$ cat src/rtl/cpu_ctrl_pkg.sv
// rtl/cpu_ctrl_pkg.sv - shared opcode/funct, ALU control and state encodings for the CPU control units
package cpu_ctrl_pkg;

    localparam logic [5:0] OP_RTYPE = 6'h00;
    localparam logic [5:0] OP_J     = 6'h02;
    localparam logic [5:0] OP_BEQ   = 6'h04;
    localparam logic [5:0] OP_ADDI  = 6'h08;
    localparam logic [5:0] OP_ANDI  = 6'h0C;
    localparam logic [5:0] OP_ORI   = 6'h0D;
    localparam logic [5:0] OP_LUI   = 6'h0F;
    localparam logic [5:0] OP_LW    = 6'h23;
    localparam logic [5:0] OP_SW    = 6'h2B;

    localparam logic [5:0] FN_ADD = 6'h20;
    localparam logic [5:0] FN_SUB = 6'h22;
    localparam logic [5:0] FN_AND = 6'h24;
    localparam logic [5:0] FN_OR  = 6'h25;
    localparam logic [5:0] FN_SLT = 6'h2A;

    localparam logic [2:0] ALU_ADD  = 3'b000;
    localparam logic [2:0] ALU_SUB  = 3'b100;
    localparam logic [2:0] ALU_AND  = 3'b001;
    localparam logic [2:0] ALU_OR   = 3'b101;
    localparam logic [2:0] ALU_SLT  = 3'b010;
    localparam logic [2:0] ALU_LUI  = 3'b110;
    localparam logic [2:0] ALU_ZERO = 3'b111;

    localparam logic [1:0] SRCB_REG     = 2'b00;
    localparam logic [1:0] SRCB_FOUR    = 2'b01;
    localparam logic [1:0] SRCB_IMM     = 2'b10;
    localparam logic [1:0] SRCB_IMM_SH2 = 2'b11;

    localparam logic [1:0] PCSRC_ALU    = 2'b00;
    localparam logic [1:0] PCSRC_ALUOUT = 2'b01;
    localparam logic [1:0] PCSRC_JUMP   = 2'b10;

    typedef enum logic [3:0] {
        ST_IDLE, ST_FETCH, ST_DECODE, ST_MEM_ADR, ST_MEM_RD, ST_MEM_WB, ST_MEM_WR,
        ST_EXEC_R, ST_R_WB, ST_EXEC_I, ST_I_WB, ST_BRANCH, ST_JUMP, ST_TRAP
    } state_e;

    // What the ALU is being used for in the current state
    typedef enum logic [2:0] {
        CLS_NONE, CLS_ADD, CLS_SUB, CLS_RTYPE, CLS_ITYPE
    } alu_cls_e;

endpackage

$ cat src/rtl/alu_ctr_dec.sv
// rtl/alu_ctr_dec.sv - combinational ALU control, immediate extension and legality decode
module alu_ctr_dec
    import cpu_ctrl_pkg::*;
(
    input  logic [5:0] opcode,
    input  logic [5:0] funct,
    input  alu_cls_e   cls,
    output logic [2:0] alu_ctr,
    output logic       ext_op,
    output logic       legal
);

    logic [2:0] r_alu;
    logic       r_legal;

    always_comb begin
        r_alu   = ALU_ZERO;
        r_legal = 1'b1;
        case (funct)
            FN_ADD:  r_alu = ALU_ADD;
            FN_SUB:  r_alu = ALU_SUB;
            FN_AND:  r_alu = ALU_AND;
            FN_OR:   r_alu = ALU_OR;
            FN_SLT:  r_alu = ALU_SLT;
            default: r_legal = 1'b0;
        endcase
    end

    always_comb begin
        case (opcode)
            OP_RTYPE: legal = r_legal;
            OP_J, OP_BEQ, OP_ADDI, OP_ANDI, OP_ORI, OP_LUI, OP_LW, OP_SW: legal = 1'b1;
            default:  legal = 1'b0;
        endcase
    end

    always_comb begin
        alu_ctr = ALU_ZERO;
        ext_op  = 1'b0;
        case (cls)
            CLS_ADD: begin
                alu_ctr = ALU_ADD;
                ext_op  = 1'b1;
            end
            CLS_SUB:   alu_ctr = ALU_SUB;
            CLS_RTYPE: alu_ctr = r_alu;
            CLS_ITYPE: begin
                case (opcode)
                    OP_ADDI: begin
                        alu_ctr = ALU_ADD;
                        ext_op  = 1'b1;
                    end
                    OP_ANDI: alu_ctr = ALU_AND;
                    OP_ORI:  alu_ctr = ALU_OR;
                    OP_LUI:  alu_ctr = ALU_LUI;
                    default: alu_ctr = ALU_ZERO;
                endcase
            end
            default: alu_ctr = ALU_ZERO;
        endcase
    end

endmodule

$ cat src/rtl/multicycle_ctrl.sv
// rtl/multicycle_ctrl.sv - multi-cycle CPU control FSM driving ALU control, mux selects and strobes
module multicycle_ctrl
    import cpu_ctrl_pkg::*;
#(
    parameter int RESET_PC_HOLD = 1
) (
    input  logic       clk,
    input  logic       rst_n,
    input  logic [5:0] opcode,
    input  logic [5:0] funct,
    input  logic       zero,
    input  logic       mem_ready,
    output logic [2:0] alu_ctr,
    output logic       alu_src_a,
    output logic [1:0] alu_src_b,
    output logic       ext_op,
    output logic       i_or_d,
    output logic       mem_read,
    output logic       mem_write,
    output logic       ir_write,
    output logic       pc_en,
    output logic [1:0] pc_src,
    output logic       reg_dst,
    output logic       mem_to_reg,
    output logic       reg_write,
    output logic       illegal
);

    localparam logic [3:0] HOLD_LAST = 4'(RESET_PC_HOLD);

    state_e     state_q, state_d;
    logic [3:0] hold_cnt_q, hold_cnt_d;
    alu_cls_e   cls;
    logic       legal;
    logic       pc_write;
    logic       pc_write_cond;

    alu_ctr_dec u_alu_ctr_dec (
        .opcode  (opcode),
        .funct   (funct),
        .cls     (cls),
        .alu_ctr (alu_ctr),
        .ext_op  (ext_op),
        .legal   (legal)
    );

    always_comb begin
        state_d    = state_q;
        hold_cnt_d = hold_cnt_q;
        case (state_q)
            ST_IDLE: begin
                if (hold_cnt_q == HOLD_LAST) state_d = ST_FETCH;
                else                         hold_cnt_d = hold_cnt_q + 4'd1;
            end
            ST_FETCH:  if (mem_ready) state_d = ST_DECODE;
            ST_DECODE: begin
                if (!legal) state_d = ST_TRAP;
                else begin
                    case (opcode)
                        OP_LW, OP_SW: state_d = ST_MEM_ADR;
                        OP_RTYPE:     state_d = ST_EXEC_R;
                        OP_BEQ:       state_d = ST_BRANCH;
                        OP_J:         state_d = ST_JUMP;
                        default:      state_d = ST_EXEC_I;
                    endcase
                end
            end
            ST_MEM_ADR: state_d = (opcode == OP_LW) ? ST_MEM_RD : ST_MEM_WR;
            ST_MEM_RD:  if (mem_ready) state_d = ST_MEM_WB;
            ST_MEM_WR:  if (mem_ready) state_d = ST_FETCH;
            ST_EXEC_R:  state_d = ST_R_WB;
            ST_EXEC_I:  state_d = ST_I_WB;
            ST_MEM_WB, ST_R_WB, ST_I_WB, ST_BRANCH, ST_JUMP: state_d = ST_FETCH;
            default:    state_d = ST_TRAP;
        endcase
    end

    always_ff @(posedge clk or negedge rst_n) begin
        if (!rst_n) begin
            state_q    <= ST_IDLE;
            hold_cnt_q <= 4'd0;
        end else begin
            state_q    <= state_d;
            hold_cnt_q <= hold_cnt_d;
        end
    end

    always_comb begin
        case (state_q)
            ST_FETCH, ST_DECODE, ST_MEM_ADR: cls = CLS_ADD;
            ST_EXEC_R: cls = CLS_RTYPE;
            ST_EXEC_I: cls = CLS_ITYPE;
            ST_BRANCH: cls = CLS_SUB;
            default:   cls = CLS_NONE;
        endcase
    end

    // Strobes and selects; anything not named in a state stays at its inactive value
    always_comb begin
        alu_src_a     = 1'b0;
        alu_src_b     = SRCB_REG;
        i_or_d        = 1'b0;
        mem_read      = 1'b0;
        mem_write     = 1'b0;
        ir_write      = 1'b0;
        pc_write      = 1'b0;
        pc_write_cond = 1'b0;
        pc_src        = PCSRC_ALU;
        reg_dst       = 1'b0;
        mem_to_reg    = 1'b0;
        reg_write     = 1'b0;
        case (state_q)
            ST_FETCH: begin
                mem_read  = 1'b1;
                alu_src_b = SRCB_FOUR;
                ir_write  = mem_ready;
                pc_write  = mem_ready;
            end
            ST_DECODE: alu_src_b = SRCB_IMM_SH2;
            ST_MEM_ADR, ST_EXEC_I: begin
                alu_src_a = 1'b1;
                alu_src_b = SRCB_IMM;
            end
            ST_MEM_RD: begin
                mem_read = 1'b1;
                i_or_d   = 1'b1;
            end
            ST_MEM_WB: begin
                reg_write  = 1'b1;
                mem_to_reg = 1'b1;
            end
            ST_MEM_WR: begin
                mem_write = 1'b1;
                i_or_d    = 1'b1;
            end
            ST_EXEC_R: alu_src_a = 1'b1;
            ST_R_WB: begin
                reg_write = 1'b1;
                reg_dst   = 1'b1;
            end
            ST_I_WB: reg_write = 1'b1;
            ST_BRANCH: begin
                alu_src_a     = 1'b1;
                pc_write_cond = 1'b1;
                pc_src        = PCSRC_ALUOUT;
            end
            ST_JUMP: begin
                pc_src   = PCSRC_JUMP;
                pc_write = 1'b1;
            end
            default: ;
        endcase
    end

    assign pc_en   = pc_write | (pc_write_cond & zero);
    assign illegal = (state_q == ST_TRAP);

endmodule

$ cat config.mk
export PLATFORM = sky130hd
export DESIGN_NAME = multicycle_ctrl
export DESIGN_NICKNAME = d
export VERILOG_FILES = /design/src/rtl/cpu_ctrl_pkg.sv /design/src/rtl/alu_ctr_dec.sv /design/src/rtl/multicycle_ctrl.sv
export SDC_FILE = /design/constraint.sdc
export NUM_CORES = 1
export LEC_CHECK = 0
export CORE_AREA = 2 2 49 51
export CTS_BUF_LIST = sky130_fd_sc_hd__clkbuf_8
export CTS_CLUSTER_SIZE = 25
export DETAILED_ROUTE_END_ITERATION = 6
export DIE_AREA = 0 0 51 53
export GPL_TIMING_DRIVEN = 1
export PLACE_DENSITY = 0.78
export SLEW_MARGIN = 15
export SYNTH_ARGS = -nofsm -noshare
export SYNTH_HDL_FRONTEND = slang
export SYNTH_SLANG_ARGS = --single-unit
$ cat constraint.sdc
create_clock -name clk -period 2 [get_ports clk]
set_clock_uncertainty 0.05 [all_clocks]
set_input_delay 0.2 -clock clk [delete_from_list [all_inputs] [get_ports clk]]
set_output_delay 0.2 -clock clk [all_outputs]
set_load 0.02 [all_outputs]
**After elaboration in Yosys (flattened, before gate mapping)**

Cells that the tools add are included.

- Output and inout bits: 18
- Logic and storage cells: 83
- Bits in registers: 8

- Reduce and logical (&&, ||, !) cells: 14
- $add $sub $neg: 1
- Muxes and demuxes: 28
- Bitwise operators: 3
- Eq/ne operators: 35

Operators by type and width:

| operator | number |
|---|---|
| 6-bit == test, second input constant | 7 |
| 3-bit one-hot mux with 4 select lines | 3 |
| 4-bit one-hot mux with 9 select lines | 1 |
| 4-bit == test, second input constant | 6 |
| 6-bit by 4-bit == test with 1-bit output, second input constant | 4 |
| 4-bit 2-to-1 mux | 5 |
| 4-bit by 3-bit == test with 1-bit output, second input constant | 4 |
| 4-bit one-hot mux with 4 select lines | 1 |
| 3-bit one-hot mux with 5 select lines | 1 |
| 1-bit 2-to-1 mux | 11 |
| 5-bit OR reduction | 2 |
| 4-bit by 1-bit == test with 1-bit output, second input constant | 2 |
| 4-bit by 2-bit == test with 1-bit output, second input constant | 2 |
| 2-bit inequality test, second input constant | 4 |
| 2-bit OR reduction | 4 |
| 8-bit OR reduction | 1 |
| 3-bit by 2-bit == test with 1-bit output, second input constant | 2 |
| 6-bit by 2-bit == test with 1-bit output, second input constant | 1 |
| 6-bit by 3-bit == test with 1-bit output, second input constant | 1 |
| 6-bit logical NOT | 1 |
| 1-bit one-hot mux with 2 select lines | 3 |
| 2-bit one-hot mux with 3 select lines | 1 |
| 3-bit OR reduction | 2 |
| 4-bit by 1-bit adder with 4-bit output, second input constant | 1 |
| other kinds (11) | 11 |

**Logic depth before layout (Yosys ltp)**

- Word-level depth: 6
- Mapped depth: 7
- Gate-level depth less buffers: 7

**By module**

Synthesis repeated with hierarchy kept, for this count alone.

- Cells, all modules: 133
- Area, all modules: 972.2 um2

By module, submodules not included:

| module | cells each | instances | area an instance (um2) | seq. area each (um2) |
|---|---|---|---|---|
| multicycle_ctrl | 95 | 1 | 749.5 | 200.2 |
| alu_ctr_dec | 38 | 1 | 222.7 | 0.0 |

**Least setup slack after synthesis**

No wires, ideal clock.

- Kind: flip-flop to output port
- Start: register state_q[2]
- End: output pc_en
- Arrival time: 1.588 ns
- Slack: 0.162 ns
- Required time: 1.750 ns
- Buffers on the path: 1
- Stages on the path, launching flop included: 5
- Cells stage by stage: dfrtp_1 clkbuf_1 nand2_1 nor3_1 a211o_1

- Longest elaborated chain between the ends: 4
- Elaborated cells on any way between the ends: 7

Ends and longest elaborated chain:

| what | line | source |
|---|---|---|
| from (decl) | multicycle_ctrl.sv:31 | `state_e state_q, state_d;` |
| from (signal assigned) | multicycle_ctrl.sv:83 | `state_q <= state_d;` |
| 4-bit == test | multicycle_ctrl.sv:112 | `case (state_q)` |
| 1-bit 2-to-1 mux | multicycle_ctrl.sv:112 |  |
| 1-bit bitwise AND | multicycle_ctrl.sv:155 | `assign pc_en = pc_write \| (pc_write_cond & zero);` |
| 1-bit OR * | multicycle_ctrl.sv:155 |  |
| to (decl) | multicycle_ctrl.sv:21 | `output logic pc_en,` |

Mark *: on every way between the ends. The rest lies on a longest branch, timed or not.

**Final worst setup path**

- Start: register state_q[3]
- End: output mem_write

- Longest elaborated chain between the ends: 2

Ends and longest elaborated chain:

| what | line | source |
|---|---|---|
| 4-bit by 3-bit == test with 1-bit output | multicycle_ctrl.sv:112 |  |
| 1-bit 2-to-1 mux | multicycle_ctrl.sv:112 |  |
| to (decl) | multicycle_ctrl.sv:19 | `output logic mem_write,` |

Every way passes these cells.

==> summary.txt <==
Timing
  – Actual slew at the worst max-slew pin: 0.352 ns
  – # setup viols final: 0
  – Total count of max-transition violations in the final report: 0
  – Share of the clock period used by the worst path: 95.1%
  – Worst slew margin relative to its limit: 76.2%
  – Final Hold Violating Endpoints: 0
  – Clock period minus worst slack: 1.90 ns
  – Worst-case setup margin in the final layout: 0.0985 ns
  – Max Clock Freq: 526 MHz

Route
  – Antenna-violating nets left: 0
  – Vias per cell: 5.48
  – Total iterations of the first detailed-routing run: 4
  – WL/cell: 13.3 um
  – Post-route DRC violation count: 0
  – Count of routing violations after the opening detailed-route iteration: 22
  – Aggregate routed wire length: 2850 um
  – Total vias in the final route: 1,173

Power
  – Sequential share of power: 17.1%
  – Cell Int Power: 0.00101 W
  – Switching share of power: 48.1%
  – Net load switching power: 0.000933 W
  – Clock Power Share: 9.9%
  – PnR Total Power: 0.00194 W
  – Combinational share of power: 73.0%
  – Worst vdd rail ir drop: 0.671 mV
  – Pwr per Cell Area: 1300 nW/um^2
  – Leak pwr: 0.708 nW

CTS
  – Maximum root-to-sink buffer count: 2
  – Number of levels in the clock H-tree: 1
  – Worst-Skew Late Latency: 0.23 ns
  – Number of buffers added to fix hold violations after cts: 0
  – CTS tree: done
  – Buffer cell driving the clock tree root: sky130_fd_sc_hd__clkbuf_8
  – Number of clock buffers inserted by TritonCTS: 3
  – Total setup buffers inserted after CTS: 0
  – Total clock sinks: 8
  – Reg clk slew, reported paths: 0.04 ns

Cells and area
  – Share of post-route cells with drive strength above 1: 23.1%
  – Post-route core utilization: 69.4%
  – Final standard cell count with taps included and fillers excluded: 214
  – Layout-stage area growth over the synthesis result: 58.4%
  – Antenna diode instance count: 0
  – Final #Nets: 206
  – Filler Cell Count: 177

Synth
  – Cell types with the largest area share after synthesis: sky130_fd_sc_hd__dfrtp_1 (21%), sky130_fd_sc_hd__a21oi_1 (5.9%), sky130_fd_sc_hd__nor2_1 (5.6%)
  – Nets in the synthesized netlist: 153
  – Share of flip-flops with an asynchronous set or reset after synthesis: 100%
  – Post-synth top flop: sky130_fd_sc_hd__dfrtp_1
  – Cell accounting for the most synthesized area: sky130_fd_sc_hd__dfrtp_1
  – Number of standard cells after synthesis: 135
  – Number of enable-type register cells in the synthesized netlist: 0
  – Yosys top cell area share: 21.3%
  – Number of flip-flops and latches in the synthesized netlist: 8
  – Average instance area after synthesis: 6.97 um^2
  – Number of synthesis warnings: 0
  – Top cell types by occurrence after synthesis: sky130_fd_sc_hd__nor2_1 (14), sky130_fd_sc_hd__a21oi_1 (11), sky130_fd_sc_hd__nand2_1 (11)
  – Post-synthesis cell type count: 45
  – Post-synth design cell area: 941 um^2
  – Most numerous cell in the Yosys netlist: sky130_fd_sc_hd__nor2_1
  – Fraction of the yosys area taken by sequential cells: 21.3%

Run
  – Reported max-cap violation count: 0

Global route
  – Number of global-route vias before repair: 1,038
  – Overall Global Routing Usage: 22.2%
  – Maximum number of pins on one net before global-route repair: 17
  – Number of antenna violations at the first check in global routing: 0
  – Global-route wire length before repair: 4660 um
  – Residual overflow from global routing: 0

Placement
  – Number of instances in the placed design: 211
  – HPWL reported at the end of detailed placement: 2280 um
  – # port buffers: 33
  – Routability Congestion: 0.895
  – DP Worst Slack: -0.435 ns

Critical path
  – Endpoint kind of the worst setup timing path: primary output
  – Kind of start point of the critical path: register
  – Worst path required time: 1.75 ns
  – Critical path arrival: 1.65 ns
  – Worst path buffer plus inverter count: 1
  – Cell with the largest stage delay on the worst path: sky130_fd_sc_hd__clkdlybuf4s50_1
  – CP cell instances: nand2b_1, nor2_1, clkdlybuf4s50_1
  – Critical Path Max Stage Delay: 0.60 ns
  – Maximum fanout encountered on the critical timing path: 7
  – Type of the worst setup path: register to primary output
  – Family with the most delay on the worst path: buffers and inverters

Die
  – Core Box Area: 2150 um^2
  – Area of the die: 2700 um^2
  – Placement row count: 17
  – Die W: 51 um
  – Starting density of the core: 43.8%
  – IO Pins: 34
  – Height of the die: 53 um

Run status
  – Outcome: complete, no violations

Hold path
  – Type of the tightest min-delay check: input port to async pin
## power by group through the flow
stage	clock, W	combinational, W	sequential (W)
after floorplan	0	0.000886	0.000282
after global placement	0	0.00147	0.000325
after detailed placement	0	0.00149	0.000326
after CTS	0.000198	0.00139	0.000324
after global routing	0.000210	0.00154	0.000342
final	0.000192	0.00141	0.000332
## path summary, 6_finish.rpt
check	start	endpoint	slack [ns]	cells past startpoint
hold / removal	rst_n	hold_cnt_q[2]	0.20	1
min in group clk	hold_cnt_q[3]	hold_cnt_q[3]	0.42	1
setup / recovery	state_q[3]	mem_write	0.1	3
max in group asynchronous	rst_n	state_q[2]	1.41	1
hold reg to reg	hold_cnt_q[3]	hold_cnt_q[3]	0.42	1
setup reg to reg	hold_cnt_q[1]	state_q[1]	0.27	7
## cells in the final DEF (no fill, tap or decap), drive strengths merged, types with 3 or more instances in the layout
cell	n
clkbuf	4
nand2b	7
dlymetal6s2s	4
dfrtp	8
nand3	8
buf	29
a21oi	11
nor2b	3
xnor2	3
nand2	11
a31oi	3
nor2	14
inv	4
clkdlybuf4s50	16
o21ai	10
dlygate4sd2	7
nor3	6
## state kept, by name (all words and copies together) (netlist names)
name        cells
hold_cnt_q      4
state_q         4
## timing repair
action / in CTS / in global routing
setup endpoints to repair: 14 / 10
pin swaps: 0 / 3
gates resized for setup: 24 / 16
## through the flow
step	area [um^2]	hold slack, ns	TNS, ns
after global placement	1450	0.404	-1.16
final	1490	0.205	0
after detailed placement	1450	0.411	-1.30
after CTS	1460	0.206	0
after floorplan	941	-0.146	0
after global routing	1490	0.212	-0.00593
## layout make-up
class / instances / area (um^2) / area share, %
flip-flops and latches: 8 / 201 / 13.5
inverters: 4 / 15.0 / 1.01
multi-input cells: 112 / 688 / 46.2
clock buffers: 3 / 41.3 / 2.77
well taps: 28 / 35.0 / 2.35
repair buffers: 59 / 509 / 34.2
## routing by layer
metal	GRT usage, %	vias to the layer above	wire, um
li1	-	601	-
met1	29.2	546	1310
met2	39.6	26	1430
met3	3.67	0	109
met4	1.80	0	0
met5	0	-	0
## worst reg2reg max path, stage by stage, from the launching register on
cell	delay, ns
sky130_fd_sc_hd__dfrtp_1	0.40
sky130_fd_sc_hd__inv_1	0.07
sky130_fd_sc_hd__ha_1	0.12
sky130_fd_sc_hd__or3b_2	0.49
sky130_fd_sc_hd__o21ai_0	0.17
sky130_fd_sc_hd__o21a_1	0.14
sky130_fd_sc_hd__o32ai_1	0.08
sky130_fd_sc_hd__o21ai_1	0.14
## kinds of logic (layout without fill, tap and decap cells)
group                    after synthesis  in the layout  synth area share, %
AND/OR/NAND/NOR                       64             64                 35.5
AO/OA/AOI/OAI                         42             42                 29.1
multiplexers                           1              1                 1.06
buffers and inverters                 15             66                 7.58
adder cells (fa/ha/maj)                2              2                 2.66
flip-flops                             8              8                 21.3
XOR/XNOR                               3              3                 2.79
(Power assumes the default switching activity.)
